[src/rtl/axis_pkt_gen.sv]
// AXI-Stream packet generator: one incrementing-data packet per accepted start,
// with a fixed idle gap after each packet before the next start is taken.
module axis_pkt_gen #(
    parameter int unsigned DW  = 8,
    parameter int unsigned LW  = 8,
    parameter int unsigned GAP = 2
) (
    input  logic          clk,
    input  logic          rst_n,
    input  logic          start,
    input  logic [LW-1:0] pkt_len,
    input  logic [DW-1:0] seed,
    output logic          busy,
    output logic          done,
    output logic [15:0]   pkt_cnt,
    output logic [DW-1:0] m_tdata,
    output logic          m_tvalid,
    output logic          m_tlast,
    input  logic          m_tready
);

    localparam int unsigned CW = 16;
    localparam int unsigned GW = (GAP > 1) ? $clog2(GAP) : 1;

    typedef enum logic [1:0] {
        S_IDLE = 2'd0,
        S_SEND = 2'd1,
        S_GAP  = 2'd2
    } state_e;

    state_e        state_q, state_d;
    logic [LW-1:0] len_q, len_d;
    logic [LW-1:0] beat_q, beat_d;
    logic [LW-1:0] beat_nxt;
    logic [DW-1:0] data_q, data_d;
    logic          tvalid_q, tvalid_d;
    logic          tlast_q, tlast_d;
    logic          busy_q, busy_d;
    logic          done_q, done_d;
    logic [CW-1:0] cnt_q, cnt_d;
    logic [GW-1:0] gap_q, gap_d;

    // State and all outputs are registered; next values come from the block below.
    always_ff @(posedge clk or negedge rst_n) begin
        if (!rst_n) begin
            state_q  <= S_IDLE;
            len_q    <= '0;
            beat_q   <= '0;
            data_q   <= '0;
            tvalid_q <= 1'b0;
            tlast_q  <= 1'b0;
            busy_q   <= 1'b0;
            done_q   <= 1'b0;
            cnt_q    <= '0;
            gap_q    <= '0;
        end else begin
            state_q  <= state_d;
            len_q    <= len_d;
            beat_q   <= beat_d;
            data_q   <= data_d;
            tvalid_q <= tvalid_d;
            tlast_q  <= tlast_d;
            busy_q   <= busy_d;
            done_q   <= done_d;
            cnt_q    <= cnt_d;
            gap_q    <= gap_d;
        end
    end

    assign beat_nxt = beat_q + LW'(1);

    // Next-state logic; tlast is precomputed so it is valid on the beat it marks.
    always_comb begin
        state_d  = state_q;
        len_d    = len_q;
        beat_d   = beat_q;
        data_d   = data_q;
        tvalid_d = tvalid_q;
        tlast_d  = tlast_q;
        busy_d   = busy_q;
        done_d   = 1'b0;
        cnt_d    = cnt_q;
        gap_d    = gap_q;

        case (state_q)
            S_IDLE: begin
                if (start && (pkt_len != '0)) begin
                    len_d    = pkt_len;
                    data_d   = seed;
                    beat_d   = '0;
                    tvalid_d = 1'b1;
                    tlast_d  = (pkt_len == LW'(1));
                    busy_d   = 1'b1;
                    state_d  = S_SEND;
                end
            end
            S_SEND: begin
                if (m_tready) begin
                    data_d = data_q + DW'(1);
                    if (tlast_q) begin
                        tvalid_d = 1'b0;
                        tlast_d  = 1'b0;
                        done_d   = 1'b1;
                        cnt_d    = cnt_q + CW'(1);
                        beat_d   = '0;
                        gap_d    = '0;
                        if (GAP == 0) begin
                            state_d = S_IDLE;
                            busy_d  = 1'b0;
                        end else begin
                            state_d = S_GAP;
                        end
                    end else begin
                        beat_d  = beat_nxt;
                        tlast_d = (beat_nxt == (len_q - LW'(1)));
                    end
                end
            end
            S_GAP: begin
                if (gap_q == GW'(GAP - 1)) begin
                    state_d = S_IDLE;
                    busy_d  = 1'b0;
                end else begin
                    gap_d = gap_q + GW'(1);
                end
            end
            default: begin
                state_d = S_IDLE;
            end
        endcase
    end

    assign busy     = busy_q;
    assign done     = done_q;
    assign pkt_cnt  = cnt_q;
    assign m_tdata  = data_q;
    assign m_tvalid = tvalid_q;
    assign m_tlast  = tlast_q;

endmodule
[config.mk]
export PLATFORM = sky130hd
export DESIGN_NAME = axis_pkt_gen
export DESIGN_NICKNAME = d
export VERILOG_FILES = /design/src/rtl/axis_pkt_gen.sv
export SDC_FILE = /design/constraint.sdc
export NUM_CORES = 1
export LEC_CHECK = 0
export CORE_MARGIN = 10
export CORE_UTILIZATION = 48
export CTS_BUF_LIST = sky130_fd_sc_hd__clkbuf_16
export DETAILED_ROUTE_END_ITERATION = 16
export PLACE_DENSITY = 0.86
export SLEW_MARGIN = 20
export SYNTH_ARGS = -nofsm -noshare
export SYNTH_HDL_FRONTEND = slang
export SYNTH_SLANG_ARGS = --single-unit
[constraint.sdc]
create_clock -name clk -period 6.5 [get_ports clk]
set_input_delay 1.3 -clock clk [delete_from_list [all_inputs] [get_ports clk]]
set_output_delay 1.3 -clock clk [all_outputs]
set_load 0.05 [all_outputs]
After elaboration in Yosys (flattened, before gate mapping) --
Index checks and enable logic that the tools add are counted.
Cells by class: equality and inequality tests 8, multiplexer cells 27, reduce and logical (&&, ||, !) cells 13, add/sub/neg operators 5
Operators by type and width (count):
- 8-bit 2-to-1 mux | 5
- 8-bit case mux with 2 select lines | 2
- 16-bit by 1-bit adder with 16-bit output (second input constant) | 1
- 8-bit by 1-bit adder with 8-bit output (second input constant) | 2
- 3-bit AND reduction | 4
- 1-bit 2-to-1 mux | 11
- 8-bit by 1-bit == test with 1-bit output (second input constant) | 1
- 8-bit == test | 1
- 2-bit 2-to-1 mux | 4
- 2-bit != test (second input constant) | 4
- 1-bit case mux with 2 select lines | 4
- 4-bit AND reduction | 2
- 8-bit nonzero test | 1
- 8-bit by 1-bit subtractor with 8-bit output (second input constant) | 1
- 2-bit case mux with 3 select lines | 1
- 2-bit nonzero test | 3
- 2-bit by 1-bit == test with 1-bit output (second input constant) | 1
- 2-bit == test (second input constant) | 1
- 2-bit zero test | 1
- 2-bit AND reduction | 1
- 1-bit adder (second input constant) | 1
- 1-bit logical AND | 1
Word-level totals: bits in registers 47, word-level logic and storage cells 63, input bits 20

Logic depth before layout (Yosys ltp) --
Gate-level depths: netlist (run 1).
depth in word-level cells 5, mapped depth 7, gate-level depth less buffers 7

Worst setup path before layout (run 1) --
No wires, ideal clock.
kind input to register, start point in pkt_len[5], end point reg data_q[4], in the netlist m_tdata[4], setup time 137 ps, arrival 2859 ps, cell stages on the path 7, path slack 3504 ps, buffers on the path 2, cells stage by stage or4_1 -> o31ai_1 -> buf_2 -> nand2_1 -> clkbuf_1 -> a21oi_1 -> a21oi_1
Between the ends: cells in the longest elaborated chain, start to end 4
Ends and longest elaborated chain:
- from (decl) | line 11 | input logic [LW-1:0] pkt_len,
- 8-bit nonzero test | line 87 | if (start && (pkt_len != '0)) begin
- 1-bit logical AND | line 87
- 2-bit != test (no line)
- 3-bit AND reduction (no line)
- to (signal assigned) | line 60 | data_q <= data_d;
- to (decl) | line 35 | logic [DW-1:0] data_q, data_d;
No other way between the ends. A chain may end at the register's enable or synchronous reset.

Worst setup path after layout (run 1) --
start point in pkt_len[5], end point reg data_q[3], in the netlist m_tdata[3]
Same word-level chain as after synthesis.

==> impl_metrics.toml, run 1 <==
[timing]
finalSetupViolCount = 0
worst_slew_pin_slew_ns = 0.591
max_freq_mhz = 306
rsz0062_at_grt = "false"
hold_violations = 0
fin_skew_ns = 0.00584
final.period_utilization_pct = 50.2
post-route-min-period_ns = 3.26
timing.setup.tns_ns = 0
drv_slew = 0
slew_headroom_pct = 60.5

[clock_network]
clk_path_buf_depth = 2
cts_setup_buffers = 0
postCtsHoldBufs = 0
cts_buffers = 5
cts.repair.resized = 0
htreeDepth = 2
cts-root-buf = "clkbuf_16"
clk_pin_slew_ns = 0.06
clk_latency_ns = 0.29
cts_tree = "yes"
cts.sink_count = 47

[yosys]
async_flop_share_pct = 100
synth_seq_area_share_pct = 49.1
synthTopCellsByArea = "dfrtp_1 (49%), xnor2_1 (6.6%), nand2_1 (6.4%), xor2_1 (4.0%), a21oi_1 (3.3%)"
ys_ff_latch = 47
syn-num-nets = 273
synth.distinct_cells = 43
yosys_warnings = 0
synth-main-ff-cell = "dfrtp_1"
syn-cell-area_um2 = 2390
synth_cells = 249
synth-edff-count = 0
synth.avg_cell_area_um2 = 9.61
synth_top_area_share_pct = 49.1
yosys.area.top_type = "dfrtp_1"

[power_and_ir_drop]
p_leak_nw = 1.36
ir_drop_v = 0.000210
power_mw = 1.21
powerDensity_nw_per_um2 = 393

[cells_and_area]
final_cell_mix = "dfrtp_1 (47), clkdlybuf4s50_1 (46), nand2_1 (41), xnor2_1 (18), a21oi_1 (16)"
fillers = 377
final_common_cell = "dfrtp_1"
area_growth_pct = 28.9
antenna_cells = 0
nNetsFinal = 324
drive_gt1_share_pct = 3.99
fin_cells = 368

[place]
dp_hpwl_um = 3970
portBuffers = 47
placed_cells = 360
gp_congestion = 0.823

[grt]
grtUsageTotal_pct = 13.6
grt_pass1_vias = 1981
antenna_found_initial = 0
grt_start_max_net_pins = 48
grt_pass1_wl_um = 9490
gr-total-overflow = 0

[critical_path]
endpoint_kind = "flip-flop"
cp.required_ns = 6.67
worstPathMaxFanout = 11
arrival_ns = 3.44
reg2reg_from = "len_q[2]"
worstSetupStartpointType = "input pin"
rrSetupSlack_ns = 4.18
crit_type = "input pin to flip-flop"
rr_worst_depth = 5
crit_path_start = "pkt_len[5]"

[routing]
antenna_left = 0
drc = 0
wirelength_um = 5550
vias_per_cell = 5.38
vias = 1981
drt_iter0_markers = 179
first_pass_iters = 4
wl_per_cell_um = 15.1

[floorplan]
fp.dieH_um = 90.6
rows = 25
core_area_um2 = 4790
die_area_um2 = 8210
initial_core_util_pct = 50.0
io_pins = 48
die_x_um = 90.6

[worst_hold_path]
worstHoldPathCells = 1
min_path_type = "flip-flop to flip-flop"
worstHoldStart = "gap_q"

[status]
status = "complete, no violations"

[flow_run]
timing.max_cap.violations = 0
## metal layers
layer,track usage (%),vias to the layer above,routed length (µm)
met5,0,-,0
li1,-,985,-
met4,4.38,0,76
met3,3.24,10,277
met2,22.8,55,2780
met1,16.7,931,2410
## area by class of cell
cell class | count | area (µm²) | area share, %
sequential | 47 | 1180 | 38.1
timing repair buffer | 49 | 483 | 15.7
inverter | 7 | 26.3 | 0.852
clock inverter | 3 | 20.0 | 0.649
multi-input combinational | 190 | 1170 | 38.0
tap | 67 | 83.8 | 2.72
clock buffer | 5 | 125 | 4.06
## logic make-up (layout without fill, tap and decap cells)
logic type | after synthesis | in the layout | share of synthesized area, %
buf+inv | 12 | 64 | 1.93
mux | 6 | 6 | 2.72
fa+ha+maj | 4 | 4 | 2.09
flops | 47 | 47 | 49.1
xor+xnor | 29 | 29 | 10.6
compound gates | 51 | 51 | 12.9
simple gates | 100 | 100 | 20.6
## Yosys cell counts (2+ instances only)
master,count
inv_1,6
o31ai_1,4
o21ai_1,7
nand2_1,41
nand2b_1,3
a21o_1,2
or4_1,2
a21oi_1,16
mux2i_1,2
a211oi_1,2
a31oi_1,2
nand4_1,4
nor2_1,10
nor2b_1,2
dfrtp_1,47
nor3_1,6
xor2_1,11
ha_1,4
nand3_1,12
clkbuf_1,4
nor3b_1,4
and3_1,5
o22ai_1,2
nor4_1,4
or3_1,2
xnor2_1,18
o21ai_0,8
mux2_1,4
## sequential cells by signal, indices dropped and copies added, names as in the netlist
signal and count:
m_tdata 8, pkt_cnt 16, done 1, busy 1
beat_q 8, state_q 2, m_tvalid 1, gap_q 1
len_q 8, m_tlast 1
## per-stage QoR
step,hold WS [ns],util [%],cell area (µm²),setup slack (ns)
6_report,0.458,64.5,3090,3.24
5_1_grt,0.487,64.5,3090,3.10
4_1_cts,0.458,64.4,3080,3.24
3_5_place_dp,0.450,61.4,2940,2.96
3_3_place_gp,0.442,61.4,2940,3.03
2_1_floorplan,0.435,-,2390,3.50
## worst max-delay path, cell delays in order
cell and delay (ns):
clkdlybuf4s50_1 0.42, or4_1 0.59, o31ai_1 0.25, buf_4 0.22
and2_1 0.40, a21oi_1 0.08, o22a_1 0.18
## final timing paths
kind	end
worst min-delay path	state_q[1]
max in group asynchronous	pkt_cnt[6]
min in group asynchronous	len_q[7]
worst min register to register	state_q[1]
worst max-delay path	m_tdata[3]
worst max register to register	m_tlast
## report_power, final
| part | internal [mW] | total, mW | switching, mW |
|---|---|---|---|
| clock network | 0.142 | 0.251 | 0.109 |
| registers | 0.363 | 0.449 | 0.0865 |
| logic | 0.217 | 0.513 | 0.297 |
Note: power is estimated with default switching activity, not from simulation.
==> inputs of run 2 (changes only) <==
==> constraint.sdc (replaced) <==
create_clock -name clk -period 3.4 [get_ports clk]
set_input_delay 0.68 -clock clk [delete_from_list [all_inputs] [get_ports clk]]
set_output_delay 0.68 -clock clk [all_outputs]
set_load 0.05 [all_outputs]
==> run 2 against run 1 <==
  * Die area unchanged
  * Sequential share of layout area decreased by 0.22 points
  * Core utilization increased by 0.37 points
  * Design area increased by 0.57%
  * First-iteration DRC count decreased by 7.3%
  * Routed wire length increased by 2.8%
  * Total power increased by 97%
  * Sequential power increased by 91%
  * Cell count decreased by 0.27%
  * Critical endpoint is now m_tlast
  * Non-clock buffer count unchanged
  * Via count increased by 1.5%
==> impl_metrics.toml, run 2 (same netlist as run 1, synthesis figures left out) <==
[critical_path]
arrival_ns = 2.83
reg2reg_from = "len_q[2]"
endpoint_kind = "flip-flop"
crit_path_max_incr_delay_ns = 0.61
timing.rr.end = "m_tlast"
crit_type = "input pin to flip-flop"
worstSetupStartpointType = "input pin"
crit_chain = "clkdlybuf4s50_1 > or4_1 > o31ai_1 > nand2_1 > mux2i_1 > o31ai_1"
rr_worst_depth = 5
worstPathMaxFanout = 14
path_delay_family = "simple AND/OR/NAND/NOR gates"
rrSetupSlack_ns = 1.08
cp_slowest_cell = "or4_1"
path_buf_inv = 1
cp.required_ns = 3.57
critPathMostFrequentCell = "o31ai_1"

[floorplan]
die_area_um2 = 8210
die_x_um = 90.6
rows = 25
core_area_um2 = 4790
initial_core_util_pct = 50.0
fp.dieH_um = 90.6
io_pins = 48

[timing]
rsz0062_at_grt = "false"
slew_headroom_pct = 61.4
worst_slew_pin_slew_ns = 0.579
max_freq_mhz = 376
finalSetupViolCount = 0
fin_skew_ns = 0.00403
post-route-min-period_ns = 2.66
final.period_utilization_pct = 78.3
hold_violations = 0
drv_slew = 0
timing.setup.tns_ns = 0

[flow_run]
timing.max_cap.violations = 0

[routing]
drt_iter0_markers = 166
first_pass_iters = 4
vias = 2011
wl_per_cell_um = 15.5
drc = 0
vias_per_cell = 5.48
wirelength_um = 5700
antenna_left = 0

[worst_hold_path]
min_path_type = "input pin to async pin"

[cells_and_area]
antenna_cells = 0
drive_gt1_share_pct = 4.00
final_area_um2 = 3100
nNetsFinal = 324
area_growth_pct = 29.6
largest_reg_flops = 16
final_common_cell = "dfrtp_1"
final_cell_mix = "dfrtp_1 (47), clkdlybuf4s50_1 (46), nand2_1 (41), xnor2_1 (18), a21oi_1 (16)"

[grt]
grt_start_max_net_pins = 48
antenna_found_initial = 0
gr-total-overflow = 0
grt_pass1_vias = 1998
grtUsageTotal_pct = 13.9
grt_pass1_wl_um = 9580

[place]
postPlaceCellArea_um2 = 2940
dp_hpwl_um = 4190
gp_congestion = 0.836
portBuffers = 47

[clock_network]
cts.repair.resized = 0
clk_latency_ns = 0.29
clk_pin_slew_ns = 0.06
cts_tree = "yes"
cts_setup_buffers = 0
cts.sink_count = 47
clk_path_buf_depth = 2
postCtsHoldBufs = 0
cts-root-buf = "clkbuf_16"
htreeDepth = 2
cts_buffers = 5

[power_and_ir_drop]
ir_drop_v = 0.000405
p_leak_nw = 1.37
powerDensity_nw_per_um2 = 771

[status]
status = "complete, no violations"
[run 2: power by group]
group	leakage, nW	switching, mW	internal [mW]	total, mW
registers	0.590	0.165	0.694	0.859
clock network	0.0759	0.205	0.343	0.547
logic	0.703	0.572	0.415	0.987
[run 2: worst reg2reg max path, cell delays in order, from the launching register on]
cell and delay [ns]:
dfrtp_1 0.44, or4_4 0.58, o31a_1 0.31, o211ai_1 0.17, or4b_1 0.47, o31ai_1 0.26
[run 2: worst max path at each step]
| stage | start | endpoint | slack (ns) | cells past startpoint |
|---|---|---|---|---|
| after floorplan | pkt_len[5] | m_tdata[4] | 1.02 | 7 |
| after global placement | pkt_len[5] | m_tlast | 0.55 | 6 |
| after detailed placement | pkt_len[5] | m_tlast | 0.44 | 6 |
| after CTS | pkt_len[5] | m_tdata[3] | 0.76 | 6 |
| after global routing | pkt_len[5] | m_tdata[7] | 0.61 | 6 |
| final | pkt_len[5] | m_tlast | 0.74 | 6 |
[run 2: final cells by class]
type                            instances  area (µm²)
Clock inverter                          2        37.5
Timing Repair Buffer                   49         483
Clock buffer                            5         125
Tap cell                               67        83.8
Fill cell                             369        1680
Multi-Input combinational cell        190        1170
Sequential cell                        47        1180
Inverter                                7        26.3
[run 2: stage by stage]
stage | setup WS [ns] | hold WS (ns) | total power, mW | utilization (%) | cells
2_1_floorplan | 1.02 | 0.384 | 1.56 | - | 249
3_3_place_gp | 0.550 | 0.441 | 1.82 | 61.4 | 360
3_5_place_dp | 0.445 | 0.467 | 1.85 | 61.4 | 360
4_1_cts | 0.762 | 0.476 | 2.41 | 64.8 | 367
5_1_grt | 0.607 | 0.443 | 2.54 | 64.8 | 367
6_report | 0.738 | 0.399 | 2.39 | 64.8 | 367
[run 2: per-layer routing]
metal	vias to the layer above	part of all wire, %	track usage [%]
li1	985	-	-
met1	981	43	16.1
met2	37	51	24.0
met3	8	3.9	3.33
met4	0	2.0	5.70
met5	-	0	0
==> inputs of run 3 (changes only) <==
==> constraint.sdc (replaced) <==
create_clock -name clk -period 2.45 [get_ports clk]
set_input_delay 0.49 -clock clk [delete_from_list [all_inputs] [get_ports clk]]
set_output_delay 0.49 -clock clk [all_outputs]
set_load 0.05 [all_outputs]
==> run 3 against run 2 <==
  * Clock skew barely moved
  * Die area did not move
  * Largest power group unchanged
  * Routed wire length fell by 1.9%
  * Critical path type is now flip-flop to flip-flop
==> impl_metrics.toml, run 3 (same netlist as run 1, synthesis figures left out) <==
[status]
status = "complete, no violations"

[floorplan]
fp.dieH_um = 90.6
initial_core_util_pct = 50.0
io_pins = 48
rows = 25
core_area_um2 = 4790
die_x_um = 90.6
die_area_um2 = 8210

[routing]
drt_iter0_markers = 220
wirelength_um = 5590
antenna_left = 0
wl_per_cell_um = 14.8
vias_per_cell = 5.34
first_pass_iters = 4
vias = 2017
drc = 0

[cells_and_area]
drive_gt1_share_pct = 7.72
final_util_pct = 66.9
final_common_cell = "dfrtp_1"
seqCellArea_um2 = 1180
nNetsFinal = 334
final_area_um2 = 3200
antenna_cells = 0
multi_input_area_um2 = 1180
fin_cells = 378
final_cell_mix = "dfrtp_1 (47), clkdlybuf4s50_1 (46), nand2_1 (41), xnor2_1 (18), a21oi_1 (16)"
largest_reg_flops = 16
area_growth_pct = 33.8
fillers = 362

[timing]
finalSetupViolCount = 0
drv_slew = 0
holdWs_ns = 0.180
timing.setup.tns_ns = 0
post-route-min-period_ns = 2.30
final.period_utilization_pct = 93.8
fin_ws_ns = 0.153
max_freq_mhz = 435
rsz0062_at_grt = "false"
fin_skew_ns = 0.00366
hold_violations = 0
worst_slew_pin_slew_ns = 0.542
slew_headroom_pct = 63.7

[clock_network]
cts_buffers = 5
postCtsHoldBufs = 0
cts.repair.resized = 0
cts-root-buf = "clkbuf_16"
clk_path_buf_depth = 2
clk_latency_ns = 0.29
cts_tree = "yes"
clk_pin_slew_ns = 0.06
cts.sink_count = 47
cts_setup_buffers = 0
htreeDepth = 2

[place]
portBuffers = 47
dp_hpwl_um = 4260
post-place-ws_ns = -0.117
placed_cells = 370
gp_congestion = 0.890
postPlaceCellArea_um2 = 3030

[power_and_ir_drop]
p_leak_nw = 1.43
ir_drop_v = 0.000572
powerDensity_nw_per_um2 = 1050
power_mw = 3.38

[critical_path]
cp.required_ns = 2.64
endpoint_kind = "flip-flop"
worstPathMaxFanout = 5
worstSetupStartpointType = "flip-flop"
arrival_ns = 2.49
rr_worst_depth = 5
crit_type = "flip-flop to flip-flop"

[grt]
grtUsageTotal_pct = 14.1
antenna_found_initial = 0
grt_pass1_vias = 2029
grt_pass1_wl_um = 9740
grt_start_max_net_pins = 25
gr-total-overflow = 0

[worst_hold_path]
min_path_type = "input pin to async pin"

[flow_run]
timing.max_cap.violations = 0
## run 3: cell count changes in the layout (fill, tap and decap cells not counted), sizes merged
| cell | change |
|---|---|
| buf | +10 |
| clkinv | +1 |
| clkinvlp | -1 |
| inv | +1 |
## run 3: path summary, 6_finish.rpt
kind	startpoint	endpoint	slack, ns
min in group clk	gap_q	state_q[1]	0.47
max in group asynchronous	rst_n	pkt_cnt[11]	1.76
min	rst_n	len_q[7]	0.18
min reg2reg	gap_q	state_q[1]	0.47
max reg2reg	len_q[3]	m_tlast	0.15
max	len_q[3]	m_tlast	0.15
## run 3: worst max-delay path, stage by stage (launching register included)
cell	delay, ns
dfrtp_1	0.43
or4_4	0.56
o21a_1	0.21
o211a_1	0.22
or4b_1	0.53
o31ai_1	0.26
## run 3: area by class of cell
cell class              count  area share, %
inverters                   7          0.820
well taps                  67           2.62
clock inverters             3           1.48
clock buffers               5           3.91
flip-flops and latches     47           36.7
repair buffers             59           17.7
multi-input cells         190           36.7
## run 3: routing by layer
layer  global-route usage [%]  vias to the layer above  wire length [µm]
li1                         -                     1004                 -
met1                     17.6                      972              2540
met2                     23.5                       35              2800
met3                     2.99                        6               182
met4                     4.51                        0                73
met5                        0                        -                 0
## run 3: where the power goes
group          switching [mW]  internal (mW)
Combinational           0.809          0.610
Sequential              0.223          0.962
Clock                   0.287          0.486
Total                    1.32           2.06
